<file path="src/rtl/trig_pkg.sv">
// Shared types for the multi-stage trigger sequencer.
package trig_pkg;

    typedef enum logic [1:0] {
        LEVEL  = 2'd0,
        RISE   = 2'd1,
        FALL   = 2'd2,
        CHANGE = 2'd3
    } trig_mode_e;

    typedef enum logic [1:0] {
        IDLE  = 2'd0,
        ARMED = 2'd1,
        DONE  = 2'd2
    } trig_state_e;

endpackage

</file>
<file path="src/rtl/trig_match.sv">
// Single-stage match evaluator: compares the masked probe against the stage
// value or the masked previous sample, depending on the mode.
module trig_match
    import trig_pkg::*;
#(
    parameter int PROBE_W = 8
) (
    input  logic [PROBE_W-1:0] probe,
    input  logic [PROBE_W-1:0] prev_probe,
    input  logic [PROBE_W-1:0] value,
    input  logic [PROBE_W-1:0] mask,
    input  trig_mode_e         mode,
    output logic               match
);

    logic [PROBE_W-1:0] m;
    logic [PROBE_W-1:0] p;

    always_comb begin
        m     = probe & mask;
        p     = prev_probe & mask;
        match = 1'b0;
        unique case (mode)
            LEVEL:  match = (m == (value & mask));
            RISE:   match = (p == '0) && (m != '0);
            FALL:   match = (p != '0) && (m == '0);
            CHANGE: match = (m != p);
            default: match = 1'b0;
        endcase
    end

endmodule

</file>
<file path="src/rtl/trig_sequencer.sv">
// Multi-stage trigger sequencer: walks NUM_STAGES ordered conditions on the
// probe bus and pulses trigger_hit when the last configured stage passes.
//
//   state | meaning
//   IDLE  | not armed, probe matches ignored
//   ARMED | evaluating stage cur_stage, counting occurrences
//   DONE  | sequence complete, triggered held until arm/disarm
module trig_sequencer
    import trig_pkg::*;
#(
    parameter int PROBE_W    = 8,
    parameter int NUM_STAGES = 4,
    parameter int COUNT_W    = 8,
    parameter int STG_W      = (NUM_STAGES > 1) ? $clog2(NUM_STAGES) : 1
) (
    input  logic                          clk,
    input  logic                          rst,
    input  logic [PROBE_W-1:0]            probe_data,
    input  logic                          arm,
    input  logic                          disarm,
    input  logic [NUM_STAGES*PROBE_W-1:0] cfg_value,
    input  logic [NUM_STAGES*PROBE_W-1:0] cfg_mask,
    input  logic [NUM_STAGES*2-1:0]       cfg_mode,
    input  logic [NUM_STAGES*COUNT_W-1:0] cfg_count,
    input  logic [STG_W-1:0]              cfg_last,
    output logic                          armed,
    output logic                          triggered,
    output logic                          trigger_hit,
    output logic [STG_W-1:0]              cur_stage,
    output logic [COUNT_W-1:0]            occ_count
);

    trig_state_e        state;
    logic [PROBE_W-1:0] prev_probe;

    logic [PROBE_W-1:0] stg_value;
    logic [PROBE_W-1:0] stg_mask;
    trig_mode_e         stg_mode;
    logic [COUNT_W-1:0] stg_count;
    logic [COUNT_W-1:0] eff_count;
    logic [STG_W-1:0]   eff_last;
    logic               occ_more;
    logic               stg_match;

    always_comb begin
        stg_value = '0;
        stg_mask  = '0;
        stg_mode  = LEVEL;
        stg_count = '0;
        for (int s = 0; s < NUM_STAGES; s++) begin
            if (cur_stage == STG_W'(s)) begin
                stg_value = cfg_value[s*PROBE_W +: PROBE_W];
                stg_mask  = cfg_mask[s*PROBE_W +: PROBE_W];
                stg_mode  = trig_mode_e'(cfg_mode[s*2 +: 2]);
                stg_count = cfg_count[s*COUNT_W +: COUNT_W];
            end
        end
    end

    // Widened compares keep the clamp and the count test free of overflow.
    always_comb begin
        eff_count = (stg_count == '0) ? COUNT_W'(1) : stg_count;
        eff_last  = ({1'b0, cfg_last} > (STG_W+1)'(NUM_STAGES - 1))
                  ? STG_W'(NUM_STAGES - 1) : cfg_last;
        occ_more  = ({1'b0, occ_count} + (COUNT_W+1)'(1)) < {1'b0, eff_count};
    end

    trig_match #(.PROBE_W(PROBE_W)) u_match (
        .probe      (probe_data),
        .prev_probe (prev_probe),
        .value      (stg_value),
        .mask       (stg_mask),
        .mode       (stg_mode),
        .match      (stg_match)
    );

    always_ff @(posedge clk) begin
        if (rst) begin
            state       <= IDLE;
            prev_probe  <= '0;
            armed       <= 1'b0;
            triggered   <= 1'b0;
            trigger_hit <= 1'b0;
            cur_stage   <= '0;
            occ_count   <= '0;
        end else begin
            prev_probe  <= probe_data;
            trigger_hit <= 1'b0;
            if (disarm) begin
                state     <= IDLE;
                armed     <= 1'b0;
                triggered <= 1'b0;
                cur_stage <= '0;
                occ_count <= '0;
            end else if (arm) begin
                state     <= ARMED;
                armed     <= 1'b1;
                triggered <= 1'b0;
                cur_stage <= '0;
                occ_count <= '0;
            end else begin
                unique case (state)
                    ARMED: begin
                        if (stg_match) begin
                            if (occ_more) begin
                                occ_count <= occ_count + COUNT_W'(1);
                            end else if (cur_stage == eff_last) begin
                                state       <= DONE;
                                armed       <= 1'b0;
                                triggered   <= 1'b1;
                                trigger_hit <= 1'b1;
                                occ_count   <= '0;
                            end else begin
                                cur_stage <= cur_stage + STG_W'(1);
                                occ_count <= '0;
                            end
                        end
                    end
                    IDLE, DONE: begin
                    end
                    default: state <= IDLE;
                endcase
            end
        end
    end

endmodule

</file>
<file path="config.mk">
export PLATFORM = sky130hd
export DESIGN_NAME = trig_sequencer
export DESIGN_NICKNAME = d
export VERILOG_FILES = /design/src/rtl/trig_pkg.sv /design/src/rtl/trig_match.sv /design/src/rtl/trig_sequencer.sv
export SDC_FILE = /design/constraint.sdc
export NUM_CORES = 1
export LEC_CHECK = 0
export CAP_MARGIN = 20
export CORE_AREA = 2 2 81 64
export CTS_BUF_LIST = sky130_fd_sc_hd__clkbuf_4 sky130_fd_sc_hd__clkbuf_8
export DETAILED_ROUTE_END_ITERATION = 12
export DIE_AREA = 0 0 83 66
export DONT_BUFFER_PORTS = 1
export PLACE_DENSITY = 0.67
export SYNTH_ARGS = -nofsm -noshare
export SYNTH_HDL_FRONTEND = slang
export SYNTH_SLANG_ARGS = --single-unit
</file>
<file path="constraint.sdc">
create_clock -name clk -period 10.59 [get_ports clk]
set_clock_uncertainty 0.05 [all_clocks]
set_input_delay 1.5885 -clock clk [delete_from_list [all_inputs] [get_ports clk]]
set_output_delay 1.5885 -clock clk [all_outputs]
set_load 0.01 [all_outputs]
</file>
* Yosys cells after proc, flatten, opt, wreduce, memory -nomap -nowiden *
Index checks and enable logic that the tools add are counted.

word-level totals
  register bits = 23
  bits of input ports = 118
  output and inout port bits = 13
  logic and storage cells = 92

operators by class
  add/sub/neg operators = 3
  order comparisons = 1
  equality and inequality tests = 19
  muxes and demuxes = 30
  bitwise logic cells = 8
  reductions and logical operators = 23

operators with widths
  cell                                           number
  two-way mux 8 bit                              14
  bitwise AND 8 bit                              3
  logical NOT 8 bit                              3
  AND reduction 4 bit                            5
  nonzero test 8 bit                             2
  two-way mux 2 bit                              7
  == test 2 bit, second input constant           5
  != test 2 bit, second input constant           5
  adder 8 x 1 -> 9 bit, second input constant    1
  less-than comparator 9 x 8 -> 1 bit            1
  != test 3 bit, second input constant           3
  adder 8 x 1 -> 8 bit, second input constant    1
  == test 8 bit                                  1
  != test 8 bit                                  1
  two-way mux 1 bit                              7
  == test 2 x 1 -> 1 bit, second input constant  3
  logical NOT 2 bit                              3
  nonzero test 2 bit                             3
  OR reduction 6 bit                             1
  inverter 1 bit                                 5
  one-hot mux 1 bit (4 select lines)             1
  one-hot mux 2 bit (2 select lines)             1
  OR reduction 2 bit                             2
  OR reduction 3 bit                             1
  4 further kinds                                5

* Logic depth before layout (Yosys ltp) *
  depth after elaboration = 12
  gate-level depth with buffers = 19
  mapped depth without buffers = 15

* Hierarchy *
From an unflattened synthesis, not the netlist that was laid out.

unflattened totals
  cell total of the unflattened synthesis = 359
  area, all modules = 2,453.6 um^2

modules (own cells, without submodules)
  module          instances  cells each  area each (um^2)  seq. area each (um^2)
  trig_sequencer  1          318         2,133.3           460.4
  trig_match      1          41          320.3             0.0

* Worst setup path before layout *
OpenSTA, ideal clock, no wires.

  kind = in2reg
  from = in cfg_count[15]
  to = reg cur_stage[0]
  library setup time = 0.070 ns
  data arrival time = 3.828 ns
  data required time = 10.470 ns
  slack = 6.642 ns
  cell stages on the path = 14
  path buffers = 1
  cell sequence = nand2_1 -> a311oi_1 -> inv_1 -> ha_1 -> nand3_1 -> nor2_1 -> o2111ai_1 -> a21oi_1 -> nor3_2 -> nand2_1 -> clkbuf_1 -> nand2_1 -> or3_1 -> a21oi_1

on the way
  word-level cells in the longest chain between the ends = 8

ends and longest elaborated chain
  what                                    RTL line               text
  start: declaration                      trig_sequencer.sv:24   input logic [NUM_STAGES*COUNT_W-1:0] cfg_count,
  two-way mux 8 bit * (3 in a row)        trig_sequencer.sv:51   if (cur_stage == STG_W'(s)) begin
  logical NOT 8 bit                       trig_sequencer.sv:62   eff_count = (stg_count == '0) ? COUNT_W'(1) : stg_count;
  two-way mux 8 bit *                     trig_sequencer.sv:62
  less-than comparator 9 x 8 -> 1 bit *   trig_sequencer.sv:65   occ_more = ({1'b0, occ_count} + (COUNT_W+1)'(1)) < {1'b0, eff_count};
  inverter 1 bit (no source line) *       -
  AND reduction 4 bit (no source line) *  -
  end signal: assignment                  trig_sequencer.sv:114  cur_stage <= cur_stage + STG_W'(1);
  end: declaration                        trig_sequencer.sv:29   output logic [STG_W-1:0] cur_stage,

Mark *: on every way between the ends. The rest lies on a longest branch, timed or not.
A chain may end at the register's enable or synchronous reset.

* Final worst setup path *
  from = reg cur_stage[1]
  to = reg cur_stage[0]

on the way
  word-level cells in the longest chain between the ends = 10
  elaborated cells on any way between the ends = 43
  classes of those cells = order compare (1); eq/ne (9); mux (18); bitwise (5); reduce/logical (10)

ends and longest elaborated chain
  what                                                                                   RTL line
  logical NOT 2 bit                                                                      trig_sequencer.sv:51
  two-way mux 8 bit (4 in a row)                                                         trig_sequencer.sv:51
  logical NOT 8 bit, or another cell as far along                                        trig_sequencer.sv:62
  two-way mux 8 bit, or another cell as far along                                        trig_sequencer.sv:62
  less-than comparator 9 x 8 -> 1 bit, or another cell as far along                      trig_sequencer.sv:65
  inverter 1 bit (no source line) or one-hot mux 1 bit (4 select lines) (tied branches)  -
  AND reduction 4 bit (no source line) *                                                 -

Marks and branches as above.

==> flow_summary.json <==
{
  "status": "completed",
  "fin_crit_sh_pct": 40.8,
  "synth_fa_ha_area_share_pct": 6.04,
  "internal-power_mw": 0.133,
  "drc": 0,
  "reg2reg_from": "cur_stage[1]",
  "crit_path_end_kind": "register",
  "vias": 2437,
  "synth_xor_area_share_pct": 7.40,
  "grt_pass1_wl_mm": 11.1,
  "dr.pass1.iters": 4,
  "synth-simple-area-share_pct": 31.1,
  "synth_top_family_by_area": "simple AND/OR/NAND/NOR gates",
  "rr_endpoint": "cur_stage[0]",
  "path_clk_slew_ns": 0.07,
  "final_antenna_net_count": 0,
  "antenna_found_initial": 0,
  "multi_input_comb_area_mm2": 0.00187,
  "crit_start": "cur_stage[1]",
  "regToRegSetupSlack_ns": 6.27,
  "synth_common_cells": "nand2_1 (34), a21oi_1 (26), nor2b_1 (26)",
  "yosys_warnings": 0,
  "routedWlPerCell_um": 18.7,
  "yosysSeqAreaShare_pct": 18.5,
  "path_depth": 14,
  "slowest_delay_ns": 0.83,
  "power.combinational.fraction_pct": 17.6,
  "peakVddDrop_uv": 77.6,
  "worstPathArrival_ns": 4.45,
  "fp.dieH_um": 66,
  "swShare_pct": 24.2,
  "required_ns": 10.73,
  "htreeDepth": 1,
  "max_freq_mhz": 232,
  "synth_flop_cell": "dfxtp_1",
  "worstSetupEndpoint": "cur_stage[0]",
  "synth_fp_nets": 454,
  "worst-setup-path-type": "reg -> reg",
  "grt_setup_unrepaired": "no",
  "nNetsFinal": 441,
  "hold_viol": 0,
  "ys_async_sr_fraction_pct": 0,
  "period_minus_slack_ns": 4.32,
  "hp-class": "reg -> reg",
  "clk_path_buf_depth": 2,
  "p_clk_share_pct": 31.0,
  "grt_max_degree": 44,
  "cts_tree": "done",
  "max_slew_margin_pct": 39.1,
  "slew_violations": 0,
  "seqPwrFrac_pct": 51.4,
  "synth_enable_flop_cells": 0,
  "crit_chain": "ha_1, nor2_2, a311oi_1, inv_1, ha_1, nand3_1, nor2_1, o2111ai_1, a21oi_1, nor3_2, nand2_1, nand2_1, or3_1, a21oi_1",
  "cts-buffers-inserted": 3,
  "r2r.worst_path.cells": 14,
  "synthToLayoutAreaGrowth_pct": 1.61,
  "io_pins": 131,
  "synth_area_mm2": 0.00248,
  "path_max_fanout": 32,
  "yosysMostFrequentCell": "nand2_1",
  "synth_top_cell_area_share_pct": 18.5,
  "place_hpwl_mm": 5.55,
  "setup_viol_count_final": 0,
  "p_sw_mw": 0.0425,
  "syn_inst": 324,
  "drive_gt1_share_pct": 4.52,
  "regArea_um2": 460,
  "grt_pass1_vias": 2224,
  "power_density_mw_per_mm2": 69.4,
  "fill_cells": 469,
  "cts.sinks": 23,
  "worst-slew-pin-transition_ns": 0.914,
  "io_buffers": 0,
  "synthTopCellsByArea": "dfxtp_1 (19%), nor2b_1 (6.5%), ha_1 (6.0%)",
  "clk-insertion-delay-late_ns": 0.25,
  "post-route-util_pct": 53.6,
  "synth_cell_types": 53,
  "grt_usage_pct": 24.6,
  "final.setup.tns_ns": 0,
  "yosys.area.top_type": "dfxtp_1",
  "critPathBufInv": 1,
  "viasPerCell": 6.59,
  "cts_setup_buffers": 0,
  "core-area_mm2": 0.00471,
  "rows": 22,
  "start_util_pct": 52.8,
  "wirelength_mm": 6.91,
  "worst_path_max_delay_cell": "ha_1",
  "critical_path.top_delay_family": "simple AND/OR/NAND/NOR gates",
  "cts-root-buf": "clkbuf_8",
  "syn_avg_cell_area_um2": 7.67,
  "place_congestion": 0.943,
  "antenna_cells": 0,
  "cap_violations": 0,
  "cts_repair_resize_count": 0,
  "cts_hold_buf": 0,
  "grt_overflow": 0,
  "p_leak_nw": 0.940,
  "worst_setup_path_start_kind": "register",
  "die-area_mm2": 0.00548,
  "drt_iter0_markers": 146,
  "synth_compound_area_share_pct": 28.2,
  "synthMuxAreaShare_pct": 2.42,
  "synth-seq-cells": 23,
  "fp.dieW_um": 83
}
flip-flops by register name (all words and copies together) (netlist names):
| register | cells |
|---|---|
| armed | 1 |
| cur_stage | 2 |
| occ_count | 8 |
| prev_probe | 8 |
| state | 2 |
| trigger_hit | 1 |
| triggered | 1 |
layout make-up:
class / instances / share of cell area (%)
inverters: 10 / 1.49
repair buffers: 2 / 1.39
well taps: 60 / 2.97
flip-flops and latches: 23 / 18.2
multi-input cells: 271 / 74.0
clock buffers: 4 / 1.93
how the worst min path moves through the flow:
stage / to / slack [ns] / cells past startpoint / startpoint
6_report: state[1] / 0.45 / 1 / state[1]
5_1_grt: state[1] / 0.46 / 1 / state[1]
4_1_cts: state[1] / 0.45 / 1 / state[1]
3_5_place_dp: state[1] / 0.43 / 1 / state[1]
3_3_place_gp: state[1] / 0.40 / 1 / state[1]
2_1_floorplan: state[1] / 0.39 / 1 / state[1]
power by group through the flow:
stage / registers (mW) / clock network [mW] / logic (mW)
final: 0.0900 / 0.0543 / 0.0309
after global routing: 0.0903 / 0.0607 / 0.0347
after CTS: 0.0900 / 0.0567 / 0.0307
after detailed placement: 0.0920 / 0 / 0.0304
after global placement: 0.0919 / 0 / 0.0300
after floorplan: 0.0916 / 0 / 0.0260
cells by family after synthesis:
family | count (synthesis)
flops | 23
mux | 6
simple gates | 134
buf+inv | 30
xor+xnor | 21
fa+ha+maj | 12
compound gates | 98
cell usage in the layout, fill, tap and decap left out, drive strengths merged, types with 8 or more instances in the layout:
master	Yosys	final
nor2	9	9
dfxtp	23	23
o21ai	11	11
a311oi	9	9
a21oi	26	26
a22oi	11	11
xor2	11	11
xnor2	10	10
nor2b	26	26
nand2	34	34
nand3	10	10
inv	10	10
nand3b	15	15
nor3	8	8
nor3b	9	9
ha	12	12
through the flow:
| stage | total power, mW | hold slack (ns) | cells | setup slack, ns | cell area [um^2] |
|---|---|---|---|---|---|
| 3_3_place_gp | 0.122 | 0.402 | 364 | 6.37 | 2440 |
| 2_1_floorplan | 0.118 | 0.391 | 324 | 6.64 | 2480 |
| 4_1_cts | 0.177 | 0.450 | 368 | 6.18 | 2490 |
| 5_1_grt | 0.186 | 0.465 | 370 | 5.69 | 2520 |
| 3_5_place_dp | 0.122 | 0.431 | 364 | 6.19 | 2440 |
| 6_report | 0.175 | 0.448 | 370 | 6.27 | 2520 |
per-layer routing:
metal / up-vias / track usage (%) / share of wire (%)
met1: 1124 / 34.8 / 47
met5: - / 0 / 0
li1: 1191 / - / -
met2: 112 / 37.6 / 43
met4: 0 / 5.74 / 1.3
met3: 10 / 5.87 / 9.2
Note: power is estimated with default switching activity, not from simulation.
